--- config.mk ---
export PLATFORM = sky130hd
export DESIGN_NAME = dac_sample_sched
export DESIGN_NICKNAME = d
export VERILOG_FILES = /design/src/rtl/jt_audio_pkg.sv /design/src/rtl/sample_hold_slot.sv /design/src/rtl/dac_sample_sched.sv
export SDC_FILE = /design/constraint.sdc
export NUM_CORES = 1
export LEC_CHECK = 0
export CORE_UTILIZATION = 45
export DETAILED_ROUTE_END_ITERATION = 7
export PLACE_DENSITY_LB_ADDON = 0.05
export SKIP_CTS_REPAIR_TIMING = 1
export SYNTH_ARGS = -nofsm -noshare
export SYNTH_HDL_FRONTEND = slang
export SYNTH_SLANG_ARGS = --single-unit
--- constraint.sdc ---
create_clock -name clk -period 9.5 [get_ports clk]
set_input_delay 1.9 -clock clk [delete_from_list [all_inputs] [get_ports clk]]
set_output_delay 1.9 -clock clk [all_outputs]
set_load 0.02 [all_outputs]
--- src/rtl/jt_audio_pkg.sv ---
// Shared constants and scheduler state encoding for the audio mixing path.
package jt_audio_pkg;

    localparam int SAMPLE_W = 16;
    localparam int ACC_W    = 20;
    localparam int GAIN_MAX = 256;
    localparam logic [15:0] DAC_MID = 16'h8000;

    typedef enum logic [1:0] {
        IDLE = 2'd0,
        ACC  = 2'd1,
        SAT  = 2'd2,
        OUT  = 2'd3
    } sched_state_t;

endpackage

--- src/rtl/sample_hold_slot.sv ---
// One source's holding register, full flag and last-consumed value.
// Handshake: a sample transfers on a cycle where valid and ready are both high;
// ready is simply the inverse of the registered full flag.
module sample_hold_slot
    import jt_audio_pkg::*;
(
    input  logic                clk,
    input  logic                n_reset,
    input  logic                valid,
    input  logic [SAMPLE_W-1:0] data,
    input  logic                consume,
    output logic                ready,
    output logic                full,
    output logic [SAMPLE_W-1:0] value
);

    logic [SAMPLE_W-1:0] hold;
    logic [SAMPLE_W-1:0] last;

    assign ready = ~full;
    // An empty slot hands out the previous sample so the mix holds steady on underrun.
    assign value = full ? hold : last;

    always_ff @(posedge clk or negedge n_reset) begin
        if (!n_reset) begin
            hold <= '0;
            last <= '0;
            full <= 1'b0;
        end else if (consume && full) begin
            last <= hold;
            full <= 1'b0;
        end else if (valid && !full) begin
            hold <= data;
            full <= 1'b1;
        end
    end

endmodule

--- src/rtl/dac_sample_sched.sv ---
// Frame-rate mixer: sums NSRC attenuated samples, saturates, applies the mute
// ramp gain and presents an offset-binary word to the DAC once per frame.
module dac_sample_sched
    import jt_audio_pkg::*;
#(
    parameter int NSRC = 2,
    parameter int DIV  = 1024
) (
    input  logic                     clk,
    input  logic                     n_reset,
    input  logic [NSRC-1:0]          src_valid,
    input  logic [SAMPLE_W*NSRC-1:0] src_data,
    output logic [NSRC-1:0]          src_ready,
    input  logic [3*NSRC-1:0]        src_shift,
    input  logic                     mute,
    output logic [15:0]              din,
    output logic                     din_stb,
    output logic                     clip,
    output logic                     underrun,
    output logic [1:0]               dbg_state
);

    localparam int CNT_W = (DIV > 2) ? $clog2(DIV) : 1;
    localparam int IDX_W = (NSRC > 1) ? $clog2(NSRC) : 1;
    localparam logic signed [ACC_W-1:0] POS_LIM = 32767;
    localparam logic signed [ACC_W-1:0] NEG_LIM = -32768;

    sched_state_t             state;
    logic [CNT_W-1:0]         cnt;
    logic                     tick;
    logic [IDX_W-1:0]         idx;
    logic signed [ACC_W-1:0]  acc;
    logic signed [15:0]       sat;
    logic [8:0]               gain;

    logic [NSRC-1:0]          full;
    logic [NSRC-1:0]          consume;
    logic [SAMPLE_W-1:0]      slot_val [NSRC];
    logic [2:0]               shift_a  [NSRC];

    logic [SAMPLE_W-1:0]      cur_val;
    logic [2:0]               cur_shift;
    logic signed [ACC_W-1:0]  cur_ext;
    logic signed [ACC_W-1:0]  cur_term;
    logic signed [23:0]       sat_x;
    logic signed [23:0]       gain_x;
    logic signed [23:0]       prod;
    logic [15:0]              y;
    logic [7:0]               prod_frac_unused;

    assign dbg_state = state;
    assign tick      = (cnt == CNT_W'(DIV - 1));

    for (genvar i = 0; i < NSRC; i++) begin : g_slot
        assign consume[i] = (state == ACC) && (idx == IDX_W'(i));
        assign shift_a[i] = src_shift[3*i +: 3];

        sample_hold_slot u_slot (
            .clk     (clk),
            .n_reset (n_reset),
            .valid   (src_valid[i]),
            .data    (src_data[SAMPLE_W*i +: SAMPLE_W]),
            .consume (consume[i]),
            .ready   (src_ready[i]),
            .full    (full[i]),
            .value   (slot_val[i])
        );
    end

    assign cur_val   = slot_val[idx];
    assign cur_shift = shift_a[idx];
    assign cur_ext   = {{(ACC_W-SAMPLE_W){cur_val[SAMPLE_W-1]}}, cur_val};
    assign cur_term  = cur_ext >>> cur_shift;

    // 24 bits hold the full product exactly since |sat * gain| <= 2^23.
    assign sat_x  = {{8{sat[15]}}, sat};
    assign gain_x = $signed({15'd0, gain});
    assign prod   = sat_x * gain_x;
    assign {y, prod_frac_unused} = prod;

    always_ff @(posedge clk or negedge n_reset) begin
        if (!n_reset) begin
            cnt <= '0;
        end else if (tick) begin
            cnt <= '0;
        end else begin
            cnt <= cnt + 1'b1;
        end
    end

    always_ff @(posedge clk or negedge n_reset) begin
        if (!n_reset) begin
            state    <= IDLE;
            idx      <= '0;
            acc      <= '0;
            sat      <= '0;
            gain     <= '0;
            din      <= DAC_MID;
            din_stb  <= 1'b0;
            clip     <= 1'b0;
            underrun <= 1'b0;
        end else begin
            din_stb <= 1'b0;
            case (state)
                IDLE: begin
                    if (tick) begin
                        state <= ACC;
                        idx   <= '0;
                        acc   <= '0;
                        if (!(&full)) underrun <= 1'b1;
                    end
                end
                ACC: begin
                    acc <= acc + cur_term;
                    if (idx == IDX_W'(NSRC - 1)) begin
                        state <= SAT;
                    end else begin
                        idx <= idx + 1'b1;
                    end
                end
                SAT: begin
                    if (acc > POS_LIM) begin
                        sat  <= 16'sh7fff;
                        clip <= 1'b1;
                    end else if (acc < NEG_LIM) begin
                        sat  <= 16'sh8000;
                        clip <= 1'b1;
                    end else begin
                        sat <= acc[15:0];
                    end
                    state <= OUT;
                end
                OUT: begin
                    din     <= y ^ DAC_MID;
                    din_stb <= 1'b1;
                    // Product above used the pre-update gain; one step per frame.
                    if (mute) begin
                        if (gain != 9'd0) gain <= gain - 1'b1;
                    end else begin
                        if (gain != 9'(GAIN_MAX)) gain <= gain + 1'b1;
                    end
                    state <= IDLE;
                end
                default: state <= IDLE;
            endcase
        end
    end

endmodule

==> metrics.cfg <==
[synth]
synthDistinctLibCells = 58
synthesis.nets = 1505
yosys_warnings = 0
synth_edf_count = 0
synth_top_cell_area_share_pct = 28.6
synthTopCellsByArea = dfrtp_1 29%, fa_1 19%, mux2_2 8.8%
postSynthCellCount = 1264
synth_top_area_cell = dfrtp_1
ys_seq_area_share_pct = 28.8
ys.flop_type = dfrtp_1
avgSynthCellArea_sq_um = 9.84
synthArstFlopShare_pct = 100
syn-cell-area_sq_um = 12400
ys_seq_elements = 143
synthTopCellsByCount = 163 x inv_1, 142 x dfrtp_1, 135 x nand2_1
synth.most_common_cell = inv_1

[timing]
slew_headroom_pct = 26.1
setup-tns-final_ps = 0
worst_pin_slew_ps = 1080
worst_slack_ps = 3770
max_freq_mhz = 175
hold_viol = 0
grt_setup_unrepaired = no
slew_viol_final = 0
timing.final.crit_share_pct = 60.3
clock_skew_ps = 18.6
min_period_ps = 5730
setup_viol = 0

[cts]
clk_path_buf_depth = 2
root_buffer = clkbuf_16
tritoncts = done
insertion_delay_ps = 440
cts_buffers = 17
clk_pin_slew_ps = 80
cts_num_sinks = 143
htreeDepth = 4

[place]
io_buffers = 65
place_ws_ps = 3730
hpwlAfterDp_um = 20700
gp_congestion = 0.842

[worst_setup_path]
critPathMaxFanout = 19
required_ps = 9830
critPathKind = flop to flop
crit_path_start_kind = flop
ff2ff_path_depth = 18
crit_arrival_ps = 6050
critical_path.endpoint_type = flop

[floorplan]
fp.dieH_um = 168
die_w_um = 168
io_pins = 66
die_area_sq_um = 28300
core_area_sq_um = 27000
start_util_pct = 46.0
rows = 60

[min_path]
min_path_cells = 1
hold_class = flop to flop

[grt]
grt_pass1_vias = 8947
grt_overflow = 0
grt_pass1_wl_um = 45900
grt_max_degree = 80
grt_util_all_layers_pct = 20.6
antenna_found_initial = 0

[route]
drtIter0Drc = 301
vias_per_cell = 5.26
first_pass_iters = 5
vias = 8669
routedWlPerCell_um = 16.4
drcViolationCount = 0
drt-total-wl_um = 27000
drtAntennaViolNets = 0

[finish]
fill_cells = 2530
utilization_pct = 51.6
finalNetCount = 1536
area_growth_pct = 12.1
n_antenna_cell = 0
regArea_sq_um = 3580
multi_input_area_sq_um = 7980
drive_gt1_share_pct = 11.5

[pwr]
pwr_density_cell_nw_per_um2 = 112
p_leak_nw = 6.92
irDropWorstVdd_uv = 85.1

[run]
maxCapViolCount = 0

[outcome]
status = finished clean

-- cell type report --
cell class	count	share of cell area, %
clock buffers	17	3.05
repair buffers	74	5.16
flip-flops and latches	143	25.7
inverters	164	4.41
clock inverters	15	1.48
multi-input cells	895	57.2
well taps	341	3.06
-- sequential cells by signal (all words and copies together) (netlist names) --
register,count
g_slot.u_slot.last,32
sat,16
din,16
din_stb,1
g_slot.u_slot.hold,32
gain,9
underrun,1
acc,20
dbg_state,2
g_slot.u_slot.full,2
cnt,10
idx,1
clip,1
-- worst paths after layout --
check	start	endpoint	slack, ps
min reg2reg	clip	clip	470
max	gain[3]	din[13]	3770
min	clip	clip	470
max in group asynchronous	n_reset	g_slot[0].u_slot.last[8]	6580
min in group asynchronous	n_reset	din[12]	1450
max reg2reg	gain[3]	din[13]	3770
-- power breakdown --
part	internal, W	switching [W]	total [W]
sequential	0.000626	0.0000136	0.000640
combinational	0.0000994	0.000113	0.000212
clock	0.000365	0.000348	0.000713
-- logic make-up (layout without fill, tap and decap cells) --
kind of cell / after synthesis / count (layout) / synth area share (%)
AO/OA/AOI/OAI: 207 / 207 / 10.4
XOR/XNOR: 53 / 53 / 3.73
adder cells (fa/ha/maj): 198 / 198 / 26.9
buffers and inverters: 226 / 270 / 7.14
flip-flops: 143 / 143 / 28.8
multiplexers: 132 / 132 / 11.6
AND/OR/NAND/NOR: 305 / 305 / 11.4
-- stage by stage --
| step | instance area, sq um | instances | total power (W) | hold WS, ps |
|---|---|---|---|---|
| CTS | 13900 | 1649 | 0.00159 | 476 |
| floorplan | 12400 | 1264 | 0.000793 | 445 |
| global route | 13900 | 1649 | 0.00164 | 488 |
| detailed placement | 13300 | 1617 | 0.000865 | 460 |
| finish | 13900 | 1649 | 0.00156 | 468 |
| global placement | 13300 | 1617 | 0.000864 | 450 |
-- critical path, cell delays in order (launching register included) --
cell and delay (ps):
dfrtp_1 730, nand2_1 170, fa_1 550, inv_1 50, fa_1 550, fa_1 460, fa_1 540, inv_1 50
fa_1 520, inv_1 40, ha_1 340, nand2_1 60, o21ai_0 340, nor2_1 100, a21bo_2 270, a311oi_4 310
a21o_1 200, xor2_1 60, mux2_2 260
-- routing by layer --
layer	GRT usage, %	share of wire (%)	wire length, um	vias to the layer above
li1	-	-	-	4227
met1	27.4	47	12600	4303
met2	35.3	50	13500	117
met3	2.61	2.3	624	22
met4	5.69	1.2	320	0
met5	0	0	0	-
-- layout by cell type (no fill, tap or decap), types with 3 or more instances in the layout --
cell             instances
a211oi_1                 7
inv_6                    3
nor2_1                  53
a21oi_1                 48
nor4_1                   3
nor3_1                   7
mux2_2                  97
nand4_1                  4
o211ai_1                24
fa_1                   116
nand2b_1                 5
nand2_1                135
clkbuf_16               17
inv_1                  163
buf_4                    9
o21ai_0                 76
xnor2_1                 34
a21o_1                  10
and3_1                   6
xor2_1                  19
or2_2                    3
mux2i_1                 35
ha_1                    82
o21a_1                   9
or3_1                    4
clkinv_8                 7
inv_8                    3
and2_1                  59
clkdlybuf4s50_1         64
nor2b_1                  8
nand3_1                 13
a22o_1                   3
dfrtp_1                142
o31ai_1                  4
Note: power is estimated with default switching activity, not from simulation.
